## src/rtl/regfile_wb_arbiter.sv

```systemverilog
// Writeback arbiter for the shared register-file write port, with a pending-destination
// scoreboard that lets ID stall on hazards against outstanding long-latency ops.
module regfile_wb_arbiter #(
  parameter int DATA_W     = 32,
  parameter int ADDR_W     = 5,
  parameter int STARVE_MAX = 4,
  parameter int MAX_PEND   = 4
) (
  input  logic              clk,
  input  logic              rst,
  input  logic              req0_valid,
  input  logic [ADDR_W-1:0] req0_addr,
  input  logic [DATA_W-1:0] req0_data,
  output logic              req0_ready,
  input  logic              req1_valid,
  input  logic [ADDR_W-1:0] req1_addr,
  input  logic [DATA_W-1:0] req1_data,
  output logic              req1_ready,
  input  logic              iss_valid,
  input  logic [ADDR_W-1:0] iss_addr,
  output logic              iss_ready,
  input  logic [ADDR_W-1:0] chk_addr1,
  input  logic [ADDR_W-1:0] chk_addr2,
  output logic              hazard1_o,
  output logic              hazard2_o,
  output logic              we_o,
  output logic [ADDR_W-1:0] waddr_o,
  output logic [DATA_W-1:0] wdata_o
);

  localparam int NREG  = 1 << ADDR_W;
  localparam int CNT_W = $clog2(MAX_PEND + 1);

  localparam logic [CNT_W-1:0] MAX_PEND_C   = CNT_W'(MAX_PEND);
  localparam logic [3:0]       STARVE_MAX_C = 4'(STARVE_MAX);

  localparam logic [0:0] ST_NORMAL = 1'b0;
  localparam logic [0:0] ST_BOOST  = 1'b1;

  logic [0:0]        state_q, state_d;
  logic [3:0]        starve_q, starve_d;
  logic [NREG-1:0]   pend_q, pend_d;
  logic [CNT_W-1:0]  count_q, count_d;
  logic              we_q, we_d;
  logic [ADDR_W-1:0] waddr_q, waddr_d;
  logic [DATA_W-1:0] wdata_q, wdata_d;

  logic              grant0, grant1;
  logic              iss_set, pend_clr;
  logic [ADDR_W-1:0] gnt_addr;
  logic [DATA_W-1:0] gnt_data;

  // Ready terms depend only on the other requester's valid, so there is no loop.
  always_comb begin
    if (state_q == ST_BOOST) begin
      req1_ready = 1'b1;
      req0_ready = !req1_valid;
    end else begin
      req0_ready = 1'b1;
      req1_ready = !req0_valid;
    end
  end

  assign grant0 = req0_valid && req0_ready;
  assign grant1 = req1_valid && req1_ready;

  // NOTE: every signal written in an always_comb gets a default first, so no path leaves a latch.
  always_comb begin
    state_d  = state_q;
    starve_d = starve_q;
    if (state_q == ST_NORMAL) begin
      if (req1_valid && !req1_ready) begin
        starve_d = starve_q + 4'd1;
        if (starve_q + 4'd1 == STARVE_MAX_C) begin
          state_d = ST_BOOST;
        end
      end else begin
        starve_d = '0;
      end
    end else begin
      // In BOOST req1 is either granted or has withdrawn, so BOOST never outlasts one cycle.
      state_d  = ST_NORMAL;
      starve_d = '0;
    end
  end

  assign iss_ready = !pend_q[iss_addr] && (count_q < MAX_PEND_C);
  assign iss_set   = iss_valid && iss_ready && (iss_addr != '0);
  assign pend_clr  = grant1 && pend_q[req1_addr];

  // Clear and set never target the same bit: a set to a pending address is refused.
  always_comb begin
    pend_d  = pend_q;
    count_d = count_q;
    if (pend_clr) begin
      pend_d[req1_addr] = 1'b0;
    end
    if (iss_set) begin
      pend_d[iss_addr] = 1'b1;
    end
    case ({iss_set, pend_clr})
      2'b10:   count_d = count_q + CNT_W'(1);
      2'b01:   count_d = count_q - CNT_W'(1);
      default: count_d = count_q;
    endcase
  end

  assign hazard1_o = (chk_addr1 != '0) && pend_q[chk_addr1];
  assign hazard2_o = (chk_addr2 != '0) && pend_q[chk_addr2];

  always_comb begin
    gnt_addr = grant0 ? req0_addr : req1_addr;
    gnt_data = grant0 ? req0_data : req1_data;
    we_d     = (grant0 || grant1) && (gnt_addr != '0);
    waddr_d  = we_d ? gnt_addr : waddr_q;
    wdata_d  = we_d ? gnt_data : wdata_q;
  end

  // NOTE: sequential state is assigned with <= only, so every flop samples pre-edge values.
  always_ff @(posedge clk or posedge rst) begin
    if (rst) begin
      state_q  <= ST_NORMAL;
      starve_q <= '0;
      // NOTE: the pending vector is a flop array, not RAM, and must be reset so no stale hazard survives.
      pend_q   <= '0;
      count_q  <= '0;
      we_q     <= 1'b0;
      waddr_q  <= '0;
      wdata_q  <= '0;
    end else begin
      state_q  <= state_d;
      starve_q <= starve_d;
      pend_q   <= pend_d;
      count_q  <= count_d;
      we_q     <= we_d;
      waddr_q  <= waddr_d;
      wdata_q  <= wdata_d;
    end
  end

  assign we_o    = we_q;
  assign waddr_o = waddr_q;
  assign wdata_o = wdata_q;

endmodule

```

## config.mk

```make
export PLATFORM = sky130hd
export DESIGN_NAME = regfile_wb_arbiter
export DESIGN_NICKNAME = d
export VERILOG_FILES = /design/src/rtl/regfile_wb_arbiter.sv
export SDC_FILE = /design/constraint.sdc
export NUM_CORES = 1
export LEC_CHECK = 0
export BUFFER_PORTS_ARGS = -buffer_cell sky130_fd_sc_hd__buf_4
export CORE_ASPECT_RATIO = 1.1
export CORE_MARGIN = 8
export CORE_UTILIZATION = 41
export DETAILED_ROUTE_END_ITERATION = 6
export GPL_TIMING_DRIVEN = 1
export PLACE_DENSITY = 0.68
export SKIP_LAST_GASP = 1
export SLEW_MARGIN = 25
export SYNTH_ARGS = -nofsm -noshare
export SYNTH_HDL_FRONTEND = slang
export SYNTH_SLANG_ARGS = --single-unit
export TNS_END_PERCENT = 10
```

## constraint.sdc

```tcl
create_clock -name clk -period 2.8 [get_ports clk]
set_clock_uncertainty 0.15 [all_clocks]
set_input_delay 0.56 -clock clk [delete_from_list [all_inputs] [get_ports clk]]
set_output_delay 0.56 -clock clk [all_outputs]
set_load 0.01 [all_outputs]
```

==> PnR_summary.wiki, run 1 <==
{| class="wikitable"
! Metric !! Value
|-
| H-tree lvl count || 3
|-
| Time the final worst path needs with I/O delays and setup || 2.92 ns
|-
| Via count of the first global-routing pass || 4958
|-
| Buffer depth of the longest clock path || 2
|-
| Total length of routed wires || 16300 um
|-
| Status || complete, but fails checks
|-
| Worst Hold Class || reg2reg
|-
| Transition time at the pin with the least slew margin || 1.07 ns
|-
| Slowest library cell on the worst path || sky130_fd_sc_hd__mux4_2
|-
| Area of the die || 0.0157 sq mm
|-
| Vias per cell || 5.56
|-
| Post-synthesis sequential element count || a little under 80
|-
| Final number of setup-violating endpoints || 5
|-
| Die width || 120 um
|-
| # diodes || 0
|-
| Placeable Area || about 0.012 sq mm
|-
| Max_cap viols || 0
|-
| Sequence of cells on the critical path || buf_6, mux4_2, mux4_2, mux2_4, buf_6
|-
| Maximum single-stage delay on the critical path || 0.47 ns
|-
| Total instance count after detailed placement || 800
|-
| Endpoint required time on the critical path || 2.09 ns
|-
| Final Util || 59.9%
|-
| Die boundary height || 131 um
|-
| Library cell with the largest summed area after synthesis || sky130_fd_sc_hd__dfrtp_1
|-
| Number of top-level pins || approximately 140
|-
| Most frequent cells in the layout || sky130_fd_sc_hd__buf_4 (208), sky130_fd_sc_hd__dfrtp_1 (78), sky130_fd_sc_hd__mux2i_1 (52)
|-
| Fraction of registers with async set or reset after synthesis || 100%
|-
| Relative slew margins || 28.1%
|-
| Worst setup timing slack at the placement stage || -0.449 ns
|-
| Overall overflow remaining after global route || 0
|-
| Total standard cell area after synthesis || just under 0.005 sq mm
|-
| Unrepaired setup endpoints after global routing || true
|-
| CP Class || reg2out
|-
| Clock transition at the registers of the reported paths || 0.06 ns
|-
| Element type at the critical path end || output port
|-
| Fill count || 983
|-
| Count of unique library cells instantiated by Yosys || 58
|-
| Placed wire-length estimate after detailed placement || 12800 um
|-
| First-pass GRT wire length || 26100 um
|-
| Final antenna-violating net count || 0
|-
| Post-synthesis area per instance || 10.5 sq um
|-
| IR Drop Worst-Case VDD || roughly 0.28 mV
|-
| Fmax achieved || 343 MHz
|-
| Element type at the critical path start || register
|-
| Starting DRC count in detailed routing || between 200 and 300
|-
| Number of detailed-routing iterations run before antenna repair || 5
|-
| Pwr/cell area || 527 mW/mm^2
|-
| Largest cells by area after synthesis || sky130_fd_sc_hd__dfrtp_1 (40%), sky130_fd_sc_hd__mux2i_1 (11%), sky130_fd_sc_hd__mux4_2 (8.7%)
|-
| Initial Utilization || 41.4%
|-
| Cts bufs inserted || 9
|-
| Number of sinks driven by the clock tree || 78
|-
| Sequential cell area fraction in the yosys report || 39.8%
|-
| Initial antenna violation count || 0
|-
| Residual DRC || 0
|-
| Area growth from synthesis to layout || 44.6%
|-
| Synthesized instance count || 466
|-
| Ratio of cells with drive above 1 in the final layout || 43.8%
|-
| Number of nets in the layout || 768
|-
| Clock root buffer || sky130_fd_sc_hd__clkbuf_16
|-
| GPL Wtd Cong || 0.909
|-
| Yosys warns || 0
|-
| Number of standard cells in the layout, taps in and fillers out || a little over 800
|-
| Number of vias in the routed layout || 4614
|-
| Hold violation total from the final report || 0
|-
| Final critical-path share of the clock period || 104%
|-
| Largest net degree at the start of global routing || 74
|-
| Drt wl/cell || 19.7 um
|-
| Syn nets || 563
|-
| Clock insertion delay at the later pin of the skew report || 0.34 ns
|-
| Cell row count || between 40 and 50
|-
| Number of input and output port buffers inserted || between 100 and 150
|-
| CP arrival || about 2.2 ns
|-
| Leak || 0.00329 uW
|-
| Number of flops mapped to enable cells by yosys || 0
|-
| Min setup slack post-route || -0.117 ns
|-
| Most common cell after layout, fill and taps aside || sky130_fd_sc_hd__buf_4
|-
| Max Transition Viols Final || 0
|-
| Violated checks || negative setup slack
|-
| Maximum fanout count along the critical path || 3
|-
| Clock tree from TritonCTS || yes
|-
| Overall fraction of global-route tracks in use || 21.4%
|-
| Share of Yosys cell area claimed by the top area cell type || 39.8%
|-
| Dominant synthesized flop cell || sky130_fd_sc_hd__dfrtp_1
|}
[worst max-delay path: cells and delay by family, from the launching register on]
kind | cells | cell delay (ns)
buffers and inverters | 2 | 0.25
DFF | 1 | 0.40
muxes | 3 | 1.22
[cell type report]
type | instances | area, sq um | share of cell area [%]
clock buffers | 9 | 225 | 3.18
clock inverters | 7 | 105 | 1.48
inverters | 18 | 67.6 | 0.954
multi-input cells | 336 | 2750 | 38.8
flip-flops and latches | 78 | 1950 | 27.6
well taps | 154 | 193 | 2.72
repair buffers | 228 | 1790 | 25.3
[final timing paths]
path                        startpoint          end  slack, ns  depth (start not counted)
setup / recovery            pend_q[17]    hazard1_o      -0.12                          5
hold / removal             starve_q[3]      state_q       0.31                          1
setup reg to reg            pend_q[17]   count_q[2]      -0.08                         12
hold reg to reg            starve_q[3]      state_q       0.31                          1
max in group asynchronous          rst  wdata_o[14]       1.23                          4
min in group asynchronous          rst  wdata_o[18]       0.52                          3
[Yosys cell counts, types with 5 or more instances]
cell type,n
sky130_fd_sc_hd__mux2_2,6
sky130_fd_sc_hd__nand2_1,30
sky130_fd_sc_hd__nor3_1,5
sky130_fd_sc_hd__nand3_1,7
sky130_fd_sc_hd__o41ai_1,6
sky130_fd_sc_hd__inv_1,18
sky130_fd_sc_hd__a22oi_1,15
sky130_fd_sc_hd__o21ai_0,22
sky130_fd_sc_hd__mux4_1,5
sky130_fd_sc_hd__dfrtp_1,78
sky130_fd_sc_hd__a221o_2,8
sky130_fd_sc_hd__and2_1,7
sky130_fd_sc_hd__buf_2,8
sky130_fd_sc_hd__clkbuf_1,17
sky130_fd_sc_hd__mux2i_1,52
sky130_fd_sc_hd__nand3b_1,6
sky130_fd_sc_hd__mux4_2,19
sky130_fd_sc_hd__a21oi_1,39
sky130_fd_sc_hd__nor2_1,47
[where the power goes]
group	switching (uW)	internal (uW)	leakage, uW
sequential	106	1260	0.000856
combinational	490	595	0.00228
clock	487	794	0.000159
total	1080	2650	0.00329
[registers in the layout, summed over array words and instances (netlist names)]
| name | cells |
|---|---|
| starve_q | 4 |
| count_q | 3 |
| state_q | 1 |
| wdata_o | 32 |
| pend_q | 32 |
| we_o | 1 |
| waddr_o | 5 |
[cell families (layout without fill, tap and decap cells)]
group	Yosys count	in the layout	share of synthesized area (%)
adder cells (fa/ha/maj)	3	3	0.919
AND/OR/NAND/NOR	134	134	14.6
flip-flops	78	78	39.8
buffers and inverters	52	262	4.95
AO/OA/AOI/OAI	112	112	15.4
XOR/XNOR	5	5	0.894
multiplexers	82	82	23.4
[repair_timing]
item / CTS / global route
resized for setup: 21 / 2
pin swaps: 0 / 0
setup buffers: 13 / 0
setup endpoints to repair: 5 / 13
hold endpoints to repair: 7 / 0
hold buffers: 1 / 0
[metal layers]
layer  up-vias  GRT usage (%)  wire length [um]
li1       2149              -                 -
met4         0           9.41               442
met3        34           7.35              1800
met2       239           34.9              7710
met1      2192           25.2              6400
met5         -              0                 0
[metrics by stage]
stage	hold WS [ns]	TNS [ns]	total power [uW]	cell area (sq um)
final	0.306	-0.376	3730	7080
after global placement	0.295	-3.39	2380	6570
after global routing	0.324	-1.34	3920	7080
after floorplan	0.283	-1.08	1890	4920
after detailed placement	0.297	-4.09	2420	6570
after CTS	0.303	-0.468	3770	7080
Note: power is estimated with default switching activity, not from simulation.
==> run 2, diff against run 1 <==
BUFFER_PORTS_ARGS = not set   (was -buffer_cell sky130_fd_sc_hd__buf_4)
DONT_BUFFER_PORTS = 1   (was not set)
PLACE_DENSITY = not set   (was 0.68)
==> run 2 against run 1 <==
  * The run still ends with negative setup slack left
  * Combinational power down 33%
  * Via count shrank 14%
  * Flip-flop and latch count did not move
  * First-iteration DRC count up 1.1%
  * Die area unchanged
  * Sequential share of layout area is 6.6 points higher
  * Final area down 19%
  * Non-clock buffer count down 172
  * Largest cell class unchanged
  * Utilization fell by 12 points
  * Critical path depth is 1 lower
  * Cell count is 21% lower
  * Power fell by 13%
==> PnR_summary.wiki, run 2 (synthesis gave the netlist of run 1 again) <==
{| class="wikitable"
! Metric !! Value
|-
| Number of sinks driven by the clock tree || 78
|-
| Area growth from synthesis to layout || 16.6%
|-
| Clock tree from TritonCTS || yes
|-
| Number of nets in the layout || a little under 600
|-
| Int Pwr || between 2000 and 2500 uW
|-
| Total length of routed wires || 14900 um
|-
| IR Drop Worst-Case VDD || 0.263 mV
|-
| Critical R2R Launch || pend_q[9]
|-
| Number of top-level pins || between 100 and 150
|-
| Largest net degree at the start of global routing || 56
|-
| Starting DRC count in detailed routing || 287
|-
| Most frequent cells in the layout || sky130_fd_sc_hd__dfrtp_1 (77), sky130_fd_sc_hd__mux2i_1 (52), sky130_fd_sc_hd__buf_4 (52)
|-
| GPL Wtd Cong || 0.897
|-
| FF-to-FF setup slack || -0.05 ns
|-
| Overall overflow remaining after global route || 0
|-
| Fill count || around 1100
|-
| Part of the total power dissipated in the clock network || 34.9%
|-
| Placed wire-length estimate after detailed placement || 11200 um
|-
| Number of input and output port buffers inserted || 0
|-
| Buffer depth of the longest clock path || 2
|-
| P_sw || between 900 and 1000 uW
|-
| Die boundary height || around 130 um
|-
| Via count of the first global-routing pass || approximately 4100
|-
| Pwr/cell area || 570 mW/mm^2
|-
| Max_cap viols || 0
|-
| Number of cells traversed by the worst register-to-register path || 11
|-
| CP arrival || 2.14 ns
|-
| Proportion of total power due to net switching || between 20% and 30%
|-
| CP Class || reg2out
|-
| Status || complete, but fails checks
|-
| Final Util || 48.3%
|-
| Worst reg2reg path endpoint || count_q[2]
|-
| Worst Hold Class || in2async
|-
| Vias per cell || approximately 6.0
|-
| Time the final worst path needs with I/O delays and setup || 2.85 ns
|-
| Final antenna-violating net count || 0
|-
| Overall fraction of global-route tracks in use || roughly a fifth
|-
| Design Area, Final || 0.00571 sq mm
|-
| Flip-flop and latch area || 0.00195 sq mm
|-
| Final number of setup-violating endpoints || 3
|-
| Worst setup timing slack at the placement stage || -0.344 ns
|-
| Cell row count || between 40 and 50
|-
| Total area of multi-input combinational cells || 0.00274 sq mm
|-
| Placeable Area || ~0.012 sq mm
|-
| Element type at the critical path start || register
|-
| Part of the total power dissipated in combinational logic || 22.1%
|-
| Area of the die || 0.0157 sq mm
|-
| Number of detailed-routing iterations run before antenna repair || 4
|-
| Final critical-path share of the clock period || 102%
|-
| Die width || 120 um
|-
| Element type at the critical path end || output port
|-
| Min setup slack post-route || -0.0450 ns
|-
| Clock root buffer || sky130_fd_sc_hd__clkbuf_16
|-
| Unrepaired setup endpoints after global routing || true
|-
| # diodes || 0
|-
| Endpoint required time on the critical path || 2.09 ns
|-
| Initial Utilization || roughly 41%
|-
| Relative slew margins || 60.5%
|-
| Sum of internal, switching and leakage power || 3260 uW
|-
| Maximum fanout count along the critical path || 4
|-
| Most common cell after layout, fill and taps aside || sky130_fd_sc_hd__dfrtp_1
|-
| H-tree lvl count || 3
|-
| First-pass GRT wire length || 23500 um
|-
| Hold violation total from the final report || 0
|-
| Ratio of cells with drive above 1 in the final layout || 25.1%
|-
| Clock transition at the registers of the reported paths || approximately 0.060 ns
|-
| Flop pwr share || 43.0%
|-
| Total placed instance area || 0.00538 sq mm
|-
| Max Transition Viols Final || 0
|-
| Transition time at the pin with the least slew margin || 0.592 ns
|-
| Cts bufs inserted || 9
|-
| Number of vias in the routed layout || roughly 4000
|-
| Violated checks || negative setup slack
|-
| Initial antenna violation count || 0
|-
| Drt wl/cell || 22.7 um
|-
| Fmax achieved || 351 MHz
|-
| Leak || approximately 0.0024 uW
|-
| Hold_buf cts || 0
|-
| Clock insertion delay at the later pin of the skew report || approximately 0.33 ns
|-
| Smallest hold slack || 0.00804 ns
|-
| Residual DRC || 0
|}
## run 2: cell types whose count changed in the layout (fill, tap and decap cells not counted), sizes merged
cell	before	now
bufinv	2	1
clkbuf	9	10
dlygate4sd3	1	0
clkinv	1	4
buf	227	56
clkinvlp	1	0
inv	21	17
## run 2: stage by stage
step	cells	setup TNS [ns]
after floorplan	466	-1.08
after global placement	637	-0.537
after detailed placement	637	-0.642
after CTS	654	-0.117
after global routing	656	-0.369
final	656	-0.125
## run 2: repair_timing
action,4_1_cts,5_1_grt
pin swaps,2,7
endpoints found under the setup margin,4,4
setup buffers,3,2
resized for setup,5,3
## run 2: how the worst max path moves through the flow
stage	slack, ns	depth (start not counted)	from	end
2_1_floorplan	-0.37	13	iss_addr[0]	count_q[2]
3_3_place_gp	-0.28	11	iss_addr[0]	count_q[2]
3_5_place_dp	-0.34	11	iss_addr[0]	count_q[2]
4_1_cts	-0.04	11	pend_q[25]	count_q[2]
5_1_grt	-0.15	11	pend_q[24]	count_q[2]
6_report	-0.05	4	pend_q[17]	hazard2_o
## run 2: power by group through the flow
stage | Sequential (uW) | Clock, uW | Combinational, uW
2_1_floorplan | 1400 | 0 | 493
3_3_place_gp | 1420 | 0 | 677
3_5_place_dp | 1420 | 0 | 698
4_1_cts | 1400 | 1160 | 712
5_1_grt | 1420 | 1210 | 785
6_report | 1400 | 1140 | 720
## run 2: critical path, cell delays in order, from the launching register on
cell and delay [ns]:
sky130_fd_sc_hd__dfrtp_2 0.44, sky130_fd_sc_hd__buf_4 0.15, sky130_fd_sc_hd__mux4_2 0.46, sky130_fd_sc_hd__mux4_2 0.46, sky130_fd_sc_hd__mux2_4 0.29
## run 2: area by class of cell
class / count / share of cell area, %
repair buffers: 56 / 8.23
clock buffers: 10 / 4.18
flip-flops and latches: 78 / 34.2
inverters: 18 / 1.20
clock inverters: 4 / 0.854
multi-input cells: 336 / 48.0
well taps: 154 / 3.37
## run 2: per-layer routing
metal	vias to the layer above	global-route usage (%)	wire length, um	part of all wire (%)
li1	1812	-	-	-
met1	1927	23.5	5890	40
met2	202	30.8	7030	47
met3	20	7.48	1750	12
met4	0	7.57	244	1.6
met5	-	0	0	0
